<file path="src/rtl/eu_operand_collector.sv">
// Operand collector between an EU instruction queue and its ALU: captures one
// instruction, reads its sources serially over an in-order read port, then issues.
module eu_operand_collector #(
    parameter int DATA_WIDTH = 16,
    parameter int TAG_WIDTH  = 5,
    parameter int OPC_WIDTH  = 4
) (
    input  logic                  clk,
    input  logic                  reset_n,
    input  logic                  instr_valid_i,
    output logic                  instr_ready_o,
    input  logic [OPC_WIDTH-1:0]  instr_opc_i,
    input  logic [TAG_WIDTH-1:0]  instr_src_a_i,
    input  logic [TAG_WIDTH-1:0]  instr_src_b_i,
    input  logic                  instr_use_imm_b_i,
    input  logic [DATA_WIDTH-1:0] instr_imm_i,
    input  logic [TAG_WIDTH-1:0]  instr_dest_i,
    output logic                  rd_req_valid_o,
    output logic [TAG_WIDTH-1:0]  rd_req_tag_o,
    input  logic                  rd_req_ready_i,
    input  logic                  rd_resp_valid_i,
    input  logic [DATA_WIDTH-1:0] rd_resp_data_i,
    output logic                  alu_valid_o,
    input  logic                  alu_ready_i,
    output logic [OPC_WIDTH-1:0]  alu_opc_o,
    output logic [DATA_WIDTH-1:0] alu_a_o,
    output logic [DATA_WIDTH-1:0] alu_b_o,
    output logic [TAG_WIDTH-1:0]  alu_dest_o,
    output logic                  err_o
);

    typedef enum logic [2:0] {IDLE, REQ_A, REQ_B, WAIT, ISSUE} state_e;

    state_e                state_q, state_d;
    logic [OPC_WIDTH-1:0]  opc_q, opc_d;
    logic [TAG_WIDTH-1:0]  src_a_q, src_a_d, src_b_q, src_b_d, dest_q, dest_d;
    logic                  use_imm_q, use_imm_d;
    logic [DATA_WIDTH-1:0] a_q, a_d, b_q, b_d;
    logic [1:0]            outst_q, outst_d, rcvd_q, rcvd_d;
    logic                  err_q, err_d;

    logic       req_fire, resp_ok;
    logic [1:0] need;

    assign req_fire = ((state_q == REQ_A) || (state_q == REQ_B)) && rd_req_ready_i;
    // A response with nothing outstanding is dropped so the counter never underflows.
    assign resp_ok  = rd_resp_valid_i && (outst_q != 2'd0);
    assign need     = use_imm_q ? 2'd1 : 2'd2;

    assign instr_ready_o  = (state_q == IDLE);
    assign rd_req_valid_o = (state_q == REQ_A) || (state_q == REQ_B);
    assign rd_req_tag_o   = (state_q == REQ_B) ? src_b_q :
                            (state_q == REQ_A) ? src_a_q : '0;
    assign alu_valid_o    = (state_q == ISSUE);
    assign alu_opc_o      = opc_q;
    assign alu_a_o        = a_q;
    assign alu_b_o        = b_q;
    assign alu_dest_o     = dest_q;
    assign err_o          = err_q;

    always_comb begin
        state_d   = state_q;
        opc_d     = opc_q;
        src_a_d   = src_a_q;
        src_b_d   = src_b_q;
        dest_d    = dest_q;
        use_imm_d = use_imm_q;
        a_d       = a_q;
        b_d       = b_q;
        rcvd_d    = rcvd_q;
        outst_d   = outst_q + {1'b0, req_fire} - {1'b0, resp_ok};
        err_d     = err_q | (rd_resp_valid_i && (outst_q == 2'd0));

        // Responses return in request order: first fills A, second fills B.
        if (resp_ok) begin
            if (rcvd_q == 2'd0) a_d = rd_resp_data_i;
            else                b_d = rd_resp_data_i;
            rcvd_d = rcvd_q + 2'd1;
        end

        unique case (state_q)
            IDLE: begin
                if (instr_valid_i) begin
                    opc_d     = instr_opc_i;
                    src_a_d   = instr_src_a_i;
                    src_b_d   = instr_src_b_i;
                    dest_d    = instr_dest_i;
                    use_imm_d = instr_use_imm_b_i;
                    if (instr_use_imm_b_i) b_d = instr_imm_i;
                    rcvd_d    = 2'd0;
                    state_d   = REQ_A;
                end
            end
            REQ_A: if (rd_req_ready_i) state_d = use_imm_q ? WAIT : REQ_B;
            REQ_B: if (rd_req_ready_i) state_d = WAIT;
            // Look at next-cycle counts so issue follows the last response directly.
            WAIT:  if ((rcvd_d == need) && (outst_d == 2'd0)) state_d = ISSUE;
            ISSUE: if (alu_ready_i) state_d = IDLE;
            default: state_d = IDLE;
        endcase
    end

    always_ff @(posedge clk or negedge reset_n) begin
        if (!reset_n) begin
            state_q   <= IDLE;
            opc_q     <= '0;
            src_a_q   <= '0;
            src_b_q   <= '0;
            dest_q    <= '0;
            use_imm_q <= 1'b0;
            a_q       <= '0;
            b_q       <= '0;
            outst_q   <= 2'd0;
            rcvd_q    <= 2'd0;
            err_q     <= 1'b0;
        end else begin
            state_q   <= state_d;
            opc_q     <= opc_d;
            src_a_q   <= src_a_d;
            src_b_q   <= src_b_d;
            dest_q    <= dest_d;
            use_imm_q <= use_imm_d;
            a_q       <= a_d;
            b_q       <= b_d;
            outst_q   <= outst_d;
            rcvd_q    <= rcvd_d;
            err_q     <= err_d;
        end
    end

endmodule

</file>
<file path="config.mk">
export PLATFORM = sky130hd
export DESIGN_NAME = eu_operand_collector
export DESIGN_NICKNAME = d
export VERILOG_FILES = /design/src/rtl/eu_operand_collector.sv
export SDC_FILE = /design/constraint.sdc
export NUM_CORES = 1
export LEC_CHECK = 0
export BUFFER_PORTS_ARGS = -buffer_cell sky130_fd_sc_hd__buf_2
export CORE_AREA = 5 5 103 86
export DETAILED_ROUTE_END_ITERATION = 8
export DIE_AREA = 0 0 108 91
export PLACE_DENSITY = 0.59
export SETUP_SLACK_MARGIN = 0.1
export SLEW_MARGIN = 20
export SYNTH_ARGS = -nofsm -noshare
export SYNTH_HDL_FRONTEND = slang
export SYNTH_SLANG_ARGS = --single-unit
</file>
<file path="constraint.sdc">
create_clock -name clk -period 2.6 [get_ports clk]
set_input_delay 0.52 -clock clk [delete_from_list [all_inputs] [get_ports clk]]
set_output_delay 0.52 -clock clk [all_outputs]
set_load 0.02 [all_outputs]
</file>
=== Yosys cells after proc, flatten, opt, wreduce, memory -nomap -nowiden ===
Cells that the tools add are included.
W data, S select, Z words.

* Bits in read-only memories: 0
* Flip-flop bits (word level): 60
* Memory bits (writable): 0
* Output and inout port bits: 50
* Input bits: 58
* Word-level logic and storage cells: 56
* Memories kept: 0
* Bits in latches: 0

* Equality and inequality tests: 10
* Bitwise gates (word level): 1
* Shifts and indexed selects: 0
* Divide/modulo/power cells: 0
* Magnitude comparators: 0
* Multipliers: 0
* Reduce and logical (&&, ||, !) cells: 13
* $add $sub $neg: 3
* Mux-type cells: 18

{| class="wikitable"
|+ Operators with widths
! kind !! count
|-
| $mux W16 || 5
|-
| $mux W3 || 5
|-
| $pmux W3 S5 || 1
|-
| $mux W5 || 2
|-
| $mux W2 || 4
|-
| $ne A2 B2 Y1 const B || 4
|-
| $eq A3 B2 Y1 const B || 2
|-
| $logic_not A2 Y1 || 3
|-
| $reduce_and A5 Y1 || 1
|-
| $logic_and A1 B1 Y1 || 4
|-
| $reduce_and A2 Y1 || 2
|-
| $eq A3 B1 Y1 const B || 1
|-
| $eq A3 B3 Y1 const B || 1
|-
| $logic_not A3 Y1 || 1
|-
| $add A2 B1 Y2 || 1
|-
| $add A2 B1 Y2 const B || 1
|-
| $eq A2 B2 Y1 || 1
|-
| $ne A2 B1 Y1 const B || 1
|-
| $reduce_bool A2 Y1 || 1
|-
| $sub A2 B1 Y2 || 1
|-
| $logic_or A1 B1 Y1 || 1
|-
| $mux W1 || 1
|-
| $or A1 B1 Y1 || 1
|}

=== Logic depth before layout (Yosys ltp) ===
Gate-level depths: netlist of the first run.

* Word-level depth: 9
* Mapped depth: 13
* Depth with buffers taken out: 11

=== Least setup slack after synthesis of the first run ===
Ideal clock, no wire load.

* Path kind: reg2reg
* From: register state_q[0]
* To: register state_q[2]
* Slack: 0.198 ns
* Stages on the path, launching flop included: 13
* Arrival time: 2.283 ns
* Cell sequence: dfrtp_1 buf_2 nor2b_1 o21ba_2 nand2_1 ha_1 inv_1 ha_1 xnor2_1 xnor2_1 nor2_1 and3_2 o21a_1

* Word-level cells in the longest chain between the ends: 9
* Elaborated cells on any way between the ends: 18
* Classes of those cells: add/sub (2); eq/ne (9); mux (1); reduce/logical (6)

{| class="wikitable"
|+ Ends and longest elaborated chain
! what !! line !! source
|-
| start, declared || 34 || <nowiki>state_e state_q, state_d;</nowiki>
|-
| start signal, assigned || 117 || <nowiki>state_q <= state_d;</nowiki>
|-
| $eq A3 B1 Y1 or $eq A3 B2 Y1 (tied branches) || - ||
|-
| $logic_or A1 B1 Y1 (*) || - ||
|-
| named net rd_req_valid_o || 18 || <nowiki>output logic rd_req_valid_o,</nowiki>
|-
| $logic_and A1 B1 Y1 (*) || 45 || <nowiki>assign req_fire = ((state_q == REQ_A) || (state_q == REQ_B)) && rd_req_ready_i;</nowiki>
|-
| $add A2 B1 Y2 (*) || 71 || <nowiki>outst_d = outst_q + {1'b0, req_fire} - {1'b0, resp_ok};</nowiki>
|-
| $sub A2 B1 Y2 (*) || 71 ||
|-
| named net outst_d[1] || 39 || <nowiki>logic [1:0] outst_q, outst_d, rcvd_q, rcvd_d;</nowiki>
|-
| $logic_not A2 Y1 (*) || 97 || <nowiki>WAIT: if ((rcvd_d == need) && (outst_d == 2'd0)) state_d = ISSUE;</nowiki>
|-
| $logic_and A1 B1 Y1 (*) || 97 ||
|-
| $ne A2 B2 Y1 (no source line) (*) || - ||
|-
| $reduce_and A5 Y1 (no source line) (*) || - ||
|}

The timed path passes the listed nets; every way through them passes the cells marked *.
A chain may end at the register's enable or synchronous reset.

=== Worst setup path in the final report of the first run ===
* From: register state_q[1]
* To: register state_q[2]

* Word-level cells in the longest chain between the ends: 9
* Elaborated cells on any way between the ends: 18
* Classes of those cells: add/sub (2); eq/ne (9); mux (1); reduce/logical (6)

{| class="wikitable"
|+ Ends and longest elaborated chain
! what !! line
|-
| $eq A3 B1 Y1 or $eq A3 B2 Y1 (tied branches) || 45
|-
| $logic_or A1 B1 Y1 (*) || 45
|-
| $logic_and A1 B1 Y1 (*) || 45
|-
| $add A2 B1 Y2 (*) || 71
|-
| $sub A2 B1 Y2 (*) || 71
|-
| named net outst_d[1] || 39
|-
| $logic_not A2 Y1 (*) || 97
|-
| $logic_and A1 B1 Y1 (*) || 97
|-
| $ne A2 B2 Y1 (no source line) (*) || -
|-
| $reduce_and A5 Y1 (no source line) (*) || -
|}

Marked as above.

==> key figures, run 1 <==
Worst hold path
  – Hold Crit Class: input port to async pin

Global routing
  – First-pass GRT wire length: 10200 um
  – Largest net degree at the start of global routing: 34
  – Vias in the first global route: 2163
  – Total congestion overflow: 0
  – Antenna violations before repair: 0
  – Total GRT Usage: 13.0%

Setup path
  – CP startpoint kind: flop
  – Reg2reg setup slack: 0.28 ns
  – CP Data Required Time: 2.83 ns
  – CP arrival: 2.55 ns
  – Crit-path max FO: 8
  – Cells along the critical path: and2b_4 > o21ba_2 > nand2_1 > ha_1 > inv_1 > ha_1 > xnor2_1 > xnor2_1 > nor2_1 > and3_2 > o21a_1
  – Slowest stage delay, CP: 0.46 ns
  – CP max-delay cell: dfrtp_2
  – CP Class: flop to flop
  – Worst r2r src: state_q[1]
  – Buf/Inv on CP: 1
  – R2R cell count: 11
  – Top delay family on crit path: simple AND/OR/NAND/NOR gates
  – Reg-to-Reg End: state_q[2]
  – CP Capture Type: flop

Floorplan
  – Initial core utilization: 34.8%
  – Ports: 108
  – Row cnt: 29
  – Die Y-Extent: 91 um
  – Die area: 9830 um2
  – Die Span X: 108 um
  – Core footprint: 7690 um2

Pwr
  – Maximum VDD drop: 577 uV
  – Clock share of power: 19.6%
  – Sequential share of power: 36.0%
  – Sw frac: 38.6%
  – Pwr Density: 1300 nW/um2
  – Net Switching: 1.80 mW
  – Combinational cell fraction of total power: 44.5%
  – Leakage power: 1.71 nW
  – Internal: 2.86 mW
  – Power, Total: 4.66 mW

Yosys
  – Post-synthesis register bit count: 60
  – Sequential area share after synthesis: 56.1%
  – Synthesized area per cell: 12.2 um2
  – Synth unique cells: 38
  – Post-synth net total: 280
  – Primary FF master, synth: dfrtp_1
  – Async SR Flop Fraction: 100%
  – Total of warnings raised by yosys: 0
  – Syn Std Cell Area: 2680 um2
  – Post-synth EDFFs: 0
  – Post-Syn Instances: 219

Timing
  – Fin. max-slew vios: 0
  – Final min period: 2.32 ns
  – Final Setup Violations: 0
  – Hold violation count in the final report: 0
  – Setup_tns: 0 ns
  – Layout Skew: 0.00420 ns
  – Slew at the pin closest to its max-slew limit: 0.544 ns
  – Hold_ws: 0.167 ns
  – FMAX: 0.431 GHz
  – Max-slew headroom: 63.8%
  – Period utilization: 89.2%
  – RSZ-0062 raised after global routing: false

Place
  – Gpl congestion: 0.729
  – Hpwl dp: 4590 um
  – I/O Buffers: 107
  – Dpl cells: 429

CTS
  – Total clock sinks: 60
  – Root buf cell: clkbuf_8
  – CTS tree: built
  – Clk_lat worst skew: 0.33 ns
  – Num CTS Buffers: 9
  – # H-tree levels: 3
  – Largest buffer count on any clock path: 2
  – Clock transition at path regs: 0.07 ns

Job
  – Max-cap violation count: 0

Routing
  – Drt first pass iters: 4
  – DR vias: 2048
  – Routed len/inst: 13.7 um
  – Drt total wl: 6120 um
  – 1st-iter DRT viols: 55
  – Via density: 4.58
  – Final ANT Viol Nets: 0
  – DRC: 0

Final layout
  – Post-Layout Cell Count: 447
  – # fillers: 768
  – Proportion of layout cells with a drive suffix above 1: 52.2%
  – Synth-to-layout area growth: 33.7%
  – Most common cell after layout, fill and taps aside: buf_2
  – Seq. cell area: 1500 um2
  – Number of diodes: 0
  – Net count reported at finish: 395
  – Most frequent cells in the layout: buf_2 (107), dfrtp_1 (58), mux2_2 (35)
  – Area of the multi-input gates: 1070 um2

Run status
  – Status: complete, no violations
## what timing repair did
item                                    CTS  global route
hold buffers                              0             0
gates resized for setup                   1             3
setup buffers                             0             2
gates cloned                              0             0
endpoints found under the setup margin    1             3
## metal layers
metal  part of all wire, %  routed length [um]  up-vias  track usage [%]
met4                   1.6                  97        0             4.63
met5                     0                   0        -                0
li1                      -                   -      988                -
met3                   6.3                 384       10             5.04
met1                    42                2600      989             15.2
met2                    50                3040       61             21.6
## synth_stat cells, drive strengths merged (3+ instances only)
| library cell | n | area (um2) |
|---|---|---|
| dfrtp | 60 | 1500 |
| mux2 | 36 | 409 |
| nand2 | 23 | 86.3 |
| o21ai | 19 | 98.9 |
| mux2i | 16 | 160 |
| buf | 11 | 73.8 |
| nor2 | 10 | 40.0 |
| inv | 7 | 26.3 |
| a22oi | 6 | 45.0 |
| a21oi | 3 | 15.0 |
| ha | 3 | 37.5 |
## registers in the layout (all words and copies together), names as in the netlist
register / count
alu_a_o: 16
alu_b_o: 16
alu_dest_o: 5
alu_opc_o: 4
err_o: 1
outst_q: 2
rcvd_q: 2
src_a_q: 5
src_b_q: 5
state_q: 3
use_imm_q: 1
## cell families (layout without fill, tap and decap cells)
group	count (synthesis)	count (layout)	synth area share, %
mux	52	52	21.3
compound gates	37	37	8.60
flops	60	60	56.1
fa+ha+maj	3	3	1.40
xor+xnor	2	2	0.655
buf+inv	20	140	4.07
simple gates	45	45	7.90
## worst register-to-register path, stage by stage, from the launching register on
cell and delay (ns):
dfrtp_2 0.46, and2b_4 0.29, o21ba_2 0.13, nand2_1 0.06, ha_1 0.27, inv_1 0.04
ha_1 0.18, xnor2_1 0.16, xnor2_1 0.16, nor2_1 0.06, and3_2 0.24, o21a_1 0.17
## power by group through the flow
| stage | clock [mW] | combinational, mW | sequential (mW) |
|---|---|---|---|
| 2_1_floorplan | 0 | 1.05 | 2.04 |
| 3_3_place_gp | 0 | 2.03 | 1.68 |
| 3_5_place_dp | 0 | 2.07 | 1.69 |
| 4_1_cts | 0.947 | 2.08 | 1.68 |
| 5_1_grt | 0.987 | 2.26 | 1.74 |
| 6_report | 0.912 | 2.07 | 1.67 |
## through the flow
| step | area, um2 | utilization [%] | setup WS, ns |
|---|---|---|---|
| after floorplan | 2680 | - | 0.198 |
| after global placement | 3340 | 43.4 | 0.247 |
| after detailed placement | 3340 | 43.4 | 0.128 |
| after CTS | 3550 | 46.2 | 0.115 |
| after global routing | 3580 | 46.5 | 0.124 |
| final | 3580 | 46.5 | 0.280 |
## worst max path at each step
stage                     from          to  slack, ns  depth (start not counted)
CTS                 state_q[1]  state_q[1]       0.12                         11
detailed placement  state_q[1]  state_q[1]       0.13                         11
finish              state_q[1]  state_q[2]       0.28                         11
global placement    state_q[1]  state_q[2]       0.25                         11
global route        state_q[1]  state_q[1]       0.12                         11
floorplan           state_q[0]  state_q[2]       0.20                         12
## layout make-up
class	count	share of cell area (%)
Multi-Input combinational cell	139	30.0
Tap cell	108	3.78
Inverter	7	0.735
Clock buffer	10	3.57
Clock inverter	6	2.48
Sequential cell	60	42.0
Timing Repair Buffer	117	17.4
Note: power is estimated with default switching activity, not from simulation.
==> run 2: changes to the inputs <==
--- a/config.mk
+++ b/config.mk
@@ -9,6 +9,7 @@
 export CORE_AREA = 5 5 103 86
 export DETAILED_ROUTE_END_ITERATION = 8
 export DIE_AREA = 0 0 108 91
+export GPL_TIMING_DRIVEN = 0
 export PLACE_DENSITY = 0.59
 export SETUP_SLACK_MARGIN = 0.1
 export SLEW_MARGIN = 20
==> key figures, run 2 (synthesis gave the netlist of run 1 again) <==
Setup path
  – CP startpoint kind: flop
  – R2R cell count: 13
  – CP max-delay cell: dfrtp_1
  – Reg-to-Reg End: state_q[2]
  – Top delay family on crit path: simple AND/OR/NAND/NOR gates
  – Reg2reg setup slack: 0.24 ns
  – Slowest stage delay, CP: 0.38 ns
  – Crit-path max FO: 10
  – CP Data Required Time: 2.82 ns
  – CP Class: flop to flop
  – CP Capture Type: flop
  – Buf/Inv on CP: 3
  – CP arrival: 2.58 ns
  – Worst r2r src: state_q[0]
  – Number of cells on the critical path: 13
  – Worst Setup SP: state_q[0]
  – Crit path to: state_q[2]
  – Cells along the critical path: buf_6 > and2b_2 > buf_6 > o21ba_2 > nand2_1 > ha_1 > inv_1 > ha_2 > xnor2_1 > xnor2_1 > nor2_1 > and3_4 > o21a_1

Routing
  – DR vias: 2053
  – 1st-iter DRT viols: 59
  – Drt total wl: 6410 um
  – Drt first pass iters: 4
  – Final ANT Viol Nets: 0
  – DRC: 0
  – Routed len/inst: 14.2 um
  – Via density: 4.54

Floorplan
  – Core footprint: 7690 um2
  – Die Y-Extent: 91 um
  – Die Span X: 108 um
  – Initial core utilization: 34.8%
  – Ports: 108
  – Row cnt: 29
  – Die area: 9830 um2

Final layout
  – Proportion of layout cells with a drive suffix above 1: 52.9%
  – Most common cell after layout, fill and taps aside: buf_2
  – Net count reported at finish: 400
  – Number of diodes: 0
  – Synth-to-layout area growth: 34.2%
  – Most frequent cells in the layout: buf_2 (110), dfrtp_1 (60), mux2_2 (35)

CTS
  – Clk_lat worst skew: 0.33 ns
  – Largest buffer count on any clock path: 2
  – Total clock sinks: 60
  – Clock transition at path regs: 0.07 ns
  – Num CTS Buffers: 9
  – Root buf cell: clkbuf_8
  – CTS tree: built
  – # H-tree levels: 3

Place
  – Worst slack at placement: 0.00630 ns
  – I/O Buffers: 107
  – Hpwl dp: 4700 um
  – Gpl congestion: 0.726

Pwr
  – Combinational cell fraction of total power: 46.8%
  – Pwr Density: 1300 nW/um2
  – Sequential share of power: 35.5%
  – Net Switching: 1.83 mW
  – Clock share of power: 17.8%
  – Leakage power: 1.73 nW
  – Maximum VDD drop: 525 uV
  – Internal: 2.82 mW
  – Sw frac: 39.3%

Timing
  – RSZ-0062 raised after global routing: false
  – Fin. max-slew vios: 0
  – Max-slew headroom: 48.7%
  – Slew at the pin closest to its max-slew limit: 0.770 ns
  – Final Setup Violations: 0
  – FMAX: 0.423 GHz
  – Final worst setup slack: 0.238 ns
  – Setup_tns: 0 ns
  – Hold violation count in the final report: 0
  – Layout Skew: 0.0129 ns
  – Period utilization: 90.8%
  – Final min period: 2.36 ns

Run status
  – Status: complete, no violations

Worst hold path
  – Hold Crit Class: input port to async pin

Global routing
  – Total GRT Usage: 13.9%
  – Largest net degree at the start of global routing: 61
  – Total congestion overflow: 0
  – First-pass GRT wire length: 10900 um
  – Antenna violations before repair: 0
  – Vias in the first global route: 2264

Job
  – Max-cap violation count: 0
-- run 2: cell count changes in the layout (fill, tap and decap cells not counted), sizes merged --
cell | before | now
clkinvlp | 2 | 3
clkbuf | 10 | 11
buf | 117 | 120
clkinv | 2 | 1
inv | 7 | 9
bufinv | 2 | 1
-- run 2: layout make-up --
class,count,area [um2]
plain buffers,13,92.6
fillers,801,4100
well taps,108,135
clock inverters,7,75.1
flip-flops and latches,60,1500
multi-input cells,139,1080
clock buffers,9,124
repair buffers,109,553
inverters,7,26.3
-- run 2: worst min path at each step --
stage / start / endpoint / cells after the start
floorplan: reset_n / alu_a_o[0] / 0
global placement: err_o / err_o / 1
detailed placement: err_o / err_o / 1
CTS: reset_n / alu_opc_o[0] / 1
global route: reset_n / alu_opc_o[3] / 1
finish: reset_n / alu_dest_o[2] / 1
-- run 2: power by group through the flow --
stage | Combinational (mW) | Sequential, mW | Clock (mW)
after floorplan | 1.05 | 2.04 | 0
after global placement | 2.09 | 1.64 | 0
after detailed placement | 2.12 | 1.66 | 0
after CTS | 2.13 | 1.65 | 0.866
after global routing | 2.38 | 1.72 | 0.909
final | 2.18 | 1.65 | 0.826
-- run 2: layer usage --
metal / global-route usage, % / vias up / routed length [um] / part of all wire, %
met5: 0 / - / 0 / 0
met2: 22.0 / 64 / 3110 / 48
met1: 17.4 / 971 / 2790 / 44
li1: - / 1008 / - / -
met4: 4.73 / 0 / 106 / 1.7
met3: 5.25 / 10 / 405 / 6.3
-- run 2: stage by stage --
stage	area [um2]	hold slack, ns	power, mW	util, %	std cells
global placement	3350	0.440	3.73	43.5	434
finish	3590	0.253	4.65	46.7	452
detailed placement	3350	0.451	3.78	43.5	434
global route	3590	0.325	5.00	46.7	452
floorplan	2680	0.224	3.09	-	219
CTS	3550	0.276	4.64	46.2	450
-- run 2: timing repair --
item                                    CTS  global route
resized for setup                         1             8
endpoints found under the setup margin    3             3
pin swaps                                 0             1
hold buffers                              0             0
setup buffers                             0             2
